$ cat config.mk
export PLATFORM = sky130hd
export DESIGN_NAME = mult_div_flat
export DESIGN_NICKNAME = d
export VERILOG_FILES = /design/src/rtl/mult_div_if.sv /design/src/rtl/mult_div.sv /design/src/flat_wrapper.sv
export SDC_FILE = /design/constraint.sdc
export NUM_CORES = 1
export LEC_CHECK = 0
export ABC_AREA = 0
export CAP_MARGIN = 30
export CORE_MARGIN = 4
export CORE_UTILIZATION = 25
export CTS_BUF_LIST = sky130_fd_sc_hd__clkbuf_4 sky130_fd_sc_hd__clkbuf_8 sky130_fd_sc_hd__clkbuf_16
export CTS_CLUSTER_SIZE = 28
export DETAILED_ROUTE_END_ITERATION = 8
export SYNTH_ARGS = -nofsm -noshare
export SYNTH_HDL_FRONTEND = slang
export SYNTH_SLANG_ARGS = --single-unit
$ cat constraint.sdc
create_clock -name CLK -period 13.4 [get_ports CLK]
set_input_delay 2.68 -clock CLK [delete_from_list [all_inputs] [get_ports CLK]]
set_output_delay 2.68 -clock CLK [all_outputs]
set_load 0.005 [all_outputs]
$ cat src/rtl/mult_div_if.sv
// rtl/mult_div_if.sv - request/result bundle between the execute stage and mult_div
interface mult_div_if #(parameter int n = 32);
  logic         Start;
  logic [2:0]   Op;
  logic [n-1:0] BusA;
  logic [n-1:0] BusB;
  logic         Busy;
  logic         Done;
  logic [n-1:0] HI;
  logic [n-1:0] LO;

  modport master (output Start, Op, BusA, BusB, input Busy, Done, HI, LO);
  modport slave  (input Start, Op, BusA, BusB, output Busy, Done, HI, LO);
endinterface

$ cat src/rtl/mult_div.sv
// rtl/mult_div.sv - iterative 32-cycle multiply/divide unit owning the HI/LO registers
module mult_div #(parameter int n = 32) (
  input logic       CLK,
  input logic       Reset_L,
  mult_div_if.slave bus
);
  localparam logic [1:0] IDLE = 2'd0;
  localparam logic [1:0] CALC = 2'd1;
  localparam logic [1:0] DONE = 2'd2;

  logic [1:0]     state;
  logic [5:0]     cnt;
  logic [2*n-1:0] acc;
  logic [n-1:0]   mcand;
  logic [n-1:0]   a_raw;
  logic           is_div, neg_res, neg_rem, div_zero;
  logic           busy_q, done_q;
  logic [n-1:0]   hi_q, lo_q;

  logic           is_signed, a_neg, b_neg;
  logic [n-1:0]   a_mag, b_mag;
  logic [n:0]     add_sum, shifted, diff;
  logic [2*n-1:0] acc_next, prod_fix;
  logic [n-1:0]   quo_fix, rem_fix;

  assign bus.Busy = busy_q;
  assign bus.Done = done_q;
  assign bus.HI   = hi_q;
  assign bus.LO   = lo_q;

  always_comb begin
    is_signed = ~bus.Op[0];
    a_neg     = is_signed & bus.BusA[n-1];
    b_neg     = is_signed & bus.BusB[n-1];
    a_mag     = a_neg ? -bus.BusA : bus.BusA;
    b_mag     = b_neg ? -bus.BusB : bus.BusB;
  end

  // acc holds {partial product, multiplier} for multiply and {remainder, quotient} for divide
  always_comb begin
    add_sum = {1'b0, acc[2*n-1:n]} + (acc[0] ? {1'b0, mcand} : {(n+1){1'b0}});
    shifted = {acc[2*n-1:n], acc[n-1]};
    diff    = shifted - {1'b0, mcand};
    if (is_div)
      acc_next = diff[n] ? {shifted[n-1:0], acc[n-2:0], 1'b0}
                         : {diff[n-1:0], acc[n-2:0], 1'b1};
    else
      acc_next = {add_sum, acc[n-1:1]};
    prod_fix = neg_res ? -acc_next : acc_next;
    quo_fix  = neg_res ? -acc_next[n-1:0] : acc_next[n-1:0];
    rem_fix  = neg_rem ? -acc_next[2*n-1:n] : acc_next[2*n-1:n];
  end

  always_ff @(posedge CLK or negedge Reset_L) begin
    if (!Reset_L) begin
      state    <= IDLE;
      cnt      <= 6'd0;
      acc      <= '0;
      mcand    <= '0;
      a_raw    <= '0;
      is_div   <= 1'b0;
      neg_res  <= 1'b0;
      neg_rem  <= 1'b0;
      div_zero <= 1'b0;
      busy_q   <= 1'b0;
      done_q   <= 1'b0;
      hi_q     <= '0;
      lo_q     <= '0;
    end else begin
      case (state)
        IDLE: begin
          if (bus.Start && !bus.Op[2]) begin
            is_div   <= bus.Op[1];
            neg_res  <= a_neg ^ b_neg;
            neg_rem  <= a_neg & bus.Op[1];
            div_zero <= bus.Op[1] & (bus.BusB == '0);
            a_raw    <= bus.BusA;
            mcand    <= bus.Op[1] ? b_mag : a_mag;
            acc      <= {{n{1'b0}}, (bus.Op[1] ? a_mag : b_mag)};
            cnt      <= 6'd0;
            busy_q   <= 1'b1;
            state    <= CALC;
          end else if (bus.Start && bus.Op[2:1] == 2'b10) begin
            if (bus.Op[0])
              lo_q <= bus.BusA;
            else
              hi_q <= bus.BusA;
          end
        end
        CALC: begin
          acc <= acc_next;
          cnt <= cnt + 6'd1;
          if (cnt == 6'd31) begin
            if (div_zero) begin
              hi_q <= a_raw;
              lo_q <= {n{1'b1}};
            end else if (is_div) begin
              hi_q <= rem_fix;
              lo_q <= quo_fix;
            end else begin
              hi_q <= prod_fix[2*n-1:n];
              lo_q <= prod_fix[n-1:0];
            end
            busy_q <= 1'b0;
            done_q <= 1'b1;
            state  <= DONE;
          end
        end
        DONE: begin
          done_q <= 1'b0;
          state  <= IDLE;
        end
        default: begin
          busy_q <= 1'b0;
          done_q <= 1'b0;
          state  <= IDLE;
        end
      endcase
    end
  end
endmodule

$ cat src/flat_wrapper.sv
// flat-port wrapper written by rule: the top's interface ports become plain ports
module mult_div_flat 
#(parameter int n = 32)
  (CLK, Reset_L, bus_Start, bus_Op, bus_BusA, bus_BusB, bus_Busy, bus_Done, bus_HI, bus_LO);
  mult_div_if #(.n(n)) bus_i ();
  input logic CLK;
  input logic Reset_L;
  input wire logic [$bits(bus_i.Start)-1:0] bus_Start;
  input wire logic [$bits(bus_i.Op)-1:0] bus_Op;
  input wire logic [$bits(bus_i.BusA)-1:0] bus_BusA;
  input wire logic [$bits(bus_i.BusB)-1:0] bus_BusB;
  output wire logic [$bits(bus_i.Busy)-1:0] bus_Busy;
  output wire logic [$bits(bus_i.Done)-1:0] bus_Done;
  output wire logic [$bits(bus_i.HI)-1:0] bus_HI;
  output wire logic [$bits(bus_i.LO)-1:0] bus_LO;
  assign bus_i.Start = bus_Start;
  assign bus_i.Op = bus_Op;
  assign bus_i.BusA = bus_BusA;
  assign bus_i.BusB = bus_BusB;
  assign bus_Busy = bus_i.Busy;
  assign bus_Done = bus_i.Done;
  assign bus_HI = bus_i.HI;
  assign bus_LO = bus_i.LO;
  mult_div #(.n(n)) u_core (.CLK(CLK), .Reset_L(Reset_L), .bus(bus_i));
endmodule
==> qor.yml <==
slew_violations: 0
worstPathArrival_ns: 6.84
reg2reg_to: "u_core.bus.HI[30]$_DFFE_PN0P_"
layout_common_cells: "nand2_1, o21ai_0, dfrtp_1, nor2_1, a21oi_1"
cts_buffers: 25
worst_hold_path.num_cells: 2
worstHoldPathType: "reg -> reg"
grt_overflow_total: 0
first_pass_iters: 5
status: "complete, no violations"
fmax_mhz: 155
fin_crit_sh_pct: 48.1
cts_root_buf: "clkbuf_16"
p_int_mw: 2.54
worstHoldStart: "u_core.a_raw[6]$_DFFE_PN0P_"
hold_viol_final: 0
io_buffer_count: 135
worst_slew_pin_slew_ns: 1.03
gp_congestion: 0.915
grt_pass1_vias: 16200
vias: 17400
cap_violations: 0
yosys_warnings: 0
viasPerCell: 5.44
synth_fp_nets: 2391
core.rowCount: 95
grt_pass1_wl_um: 104000
dieArea_um2: 73200
worstSetupEndpointType: "flip-flop"
syn2layout_area_growth_pct: 17.3
worst_r2r_startpoint: "u_core.acc[31]$_DFFE_PN0P_"
drt_iter0_drc: 1879
r2r_cells: 23
seq_area_frac_synth_pct: 29.9
fin_util_pct: 29.8
coreArea_um2: 67800
cpLargestDelayFamily: "compound AO/OA/AOI/OAI gates"
layout_commonest_cell: "nand2_1"
drive_above_1_share_pct: 5.09
p_seq_share_pct: 20.9
synth_flop_cell: "dfrtp_1"
vdd_ir_drop_max_mv: 0.137
slew-limit-headroom_pct: 31.3
power_density_nw_per_um2: 257
skew_ns: 0.0111
io_pins: 136
cts_setup_buffers: 0
grt_usage_pct: 18.1
clk_latency_ns: 0.54
htreeDepth: 1
dp_hpwl_um: 52700
antenna_found_initial: 2
holdPathEnd: "u_core.a_raw[6]$_DFFE_PN0P_"
die_y_um: 271
finalWirelength_um: 69200
ys_async_sr_fraction_pct: 100
ys_ff_latch: 206
initial_utilization_pct: 25.4
cp_common_cell: "nand2_1"
netSwitchingPower_mw: 2.65
syn-cell-area_um2: 17200
cts_max_path_buffers: 3
cts_tree: "done"
synth-edff-count: 0
clkSinkCount: 206
power_frac_clock_pct: 13.4
setup_viol: 0
crit_required_ns: 13.80
cp_num_buf_inv: 1
combPwrFrac_pct: 65.8
worstPathCellList: "inv_1, ha_1, fa_1, nand2b_1, a21o_1, a21bo_2, o311a_4, o21ai_4, xnor2_2, nor2_1, a21oi_1, ha_1, nand2_1, or2_2, nor4_2, nand4_1, nand2_1, nand2_1, a211oi_1, nand2b_1, o41ai_1, xnor2_1, o21ai_0"
ys_types: 81
grt_max_degree: 110
min_period_ns: 6.45
rsz0062_at_grt: "no"
antenna_left: 0
route.detailed.drc: 0
reg2reg_slack_ns: 6.95
fillers: 7357
cts.clk_slew.worst_paths_ns: 0.06
wl_per_cell_um: 21.7
p_leak_nw: 8.27
crit_path_max_fanout: 8
tns_ns: 0
slowest_delay_ns: 0.50
cpMaxStageDelayCell: "nor4_2"
avgSynthCellArea_um2: 7.66
swShare_pct: 51.1
start_kind: "flip-flop"
synth_cells: 2250
die_x_um: 271
critPathKind: "reg -> reg"
postCtsHoldBufs: 0
post_cts_resized: 0
layout.nets: 2442
[worst max-delay path by stage]
stage	from	to	slack, ns	cells past startpoint
after detailed placement	bus_BusB[0]	u_core.acc[27]$_DFFE_PN0P_	6.90	12
after CTS	u_core.acc[31]$_DFFE_PN0P_	u_core.bus.HI[30]$_DFFE_PN0P_	7.07	23
after floorplan	u_core.acc[31]$_DFFE_PN0P_	u_core.bus.HI[30]$_DFFE_PN0P_	7.80	24
after global routing	u_core.acc[31]$_DFFE_PN0P_	u_core.bus.HI[30]$_DFFE_PN0P_	6.50	23
after global placement	bus_BusB[0]	u_core.acc[27]$_DFFE_PN0P_	6.90	12
final	u_core.acc[31]$_DFFE_PN0P_	u_core.bus.HI[30]$_DFFE_PN0P_	6.95	23
[power groups by stage]
stage | logic [mW] | registers [mW] | clock network (mW)
after global routing | 3.71 | 1.11 | 0.730
after CTS | 3.37 | 1.08 | 0.705
after floorplan | 2.34 | 0.999 | 0
after global placement | 3.35 | 1.08 | 0
after detailed placement | 3.36 | 1.09 | 0
final | 3.41 | 1.08 | 0.694
[state kept, by name (all words and copies together) (netlist names)]
register,flops
u_core.neg_rem,1
u_core.cnt,6
u_core.acc,64
u_core.a_raw,32
u_core.mcand,32
u_core.bus.HI,32
u_core.neg_res,1
u_core.state,2
u_core.bus.Done,1
u_core.bus.LO,32
u_core.is_div,1
u_core.bus.Busy,1
u_core.div_zero,1
[synth_stat cells (all sizes together), types with 16 or more instances]
master / instances / share of area (%)
o211ai: 37 / 1.6
o21a: 16 / 0.70
clkbuf: 108 / 2.4
nor2b: 24 / 0.87
nor3: 53 / 1.5
o31ai: 33 / 1.5
or3: 19 / 0.70
o22ai: 31 / 1.1
nor2: 189 / 4.1
nand4: 21 / 0.80
o221ai: 39 / 2.0
buf: 29 / 0.75
inv: 73 / 1.6
a21oi: 150 / 4.4
xnor2: 96 / 5.0
a21o: 25 / 1.1
nand3: 58 / 1.7
nand2: 371 / 8.1
a31oi: 24 / 0.87
a221oi: 16 / 0.81
ha: 69 / 5.0
dfrtp: 206 / 30
o21ai: 228 / 6.7
nor4: 16 / 0.62
xor2: 77 / 3.9
and3: 26 / 0.94
mux2i: 56 / 3.3
[stage by stage]
stage                     setup slack [ns]  total power [mW]  cells  hold slack [ns]  cell area [um2]
after floorplan                       7.80              3.34   2250            0.445            17200
after global placement                6.90              4.43   3145            0.458            19400
after detailed placement              6.90              4.44   3146            0.463            19400
after CTS                             7.07              5.15   3190            0.477            20200
after global routing                  6.50              5.55   3191            0.497            20200
final                                 6.95              5.19   3192            0.476            20200
[final cells by class]
class	instances	area, um2	share of cell area (%)
clock inverters	8	70.1	0.346
well taps	873	1090	5.40
multi-input cells	1834	11300	55.9
flip-flops and latches	206	5160	25.5
diodes	1	2.50	0.0124
repair buffers	161	1560	7.73
clock buffers	36	752	3.72
inverters	73	274	1.36
[worst min-delay path: stages, from the launching register on]
cell,delay [ns]
dfrtp_1,0.33
nand2_1,0.05
nand2_1,0.06
[per-layer routing]
metal | GRT usage, % | up-vias | part of all wire (%)
li1 | - | 8192 | -
met1 | 24.0 | 8350 | 42
met2 | 30.0 | 700 | 47
met3 | 3.06 | 128 | 7.0
met4 | 6.19 | 2 | 4.3
met5 | 0 | - | 0.017
[logic make-up (layout without fill, tap and decap cells)]
family | count (synthesis) | after routing | synth area share (%)
compound gates | 681 | 681 | 25.2
mux | 65 | 65 | 3.84
buf+inv | 210 | 278 | 4.69
flops | 206 | 206 | 29.9
other cells | 0 | 1 | 0
xor+xnor | 173 | 173 | 8.90
fa+ha+maj | 71 | 71 | 5.24
simple gates | 844 | 844 | 22.2
(Power assumes the default switching activity.)
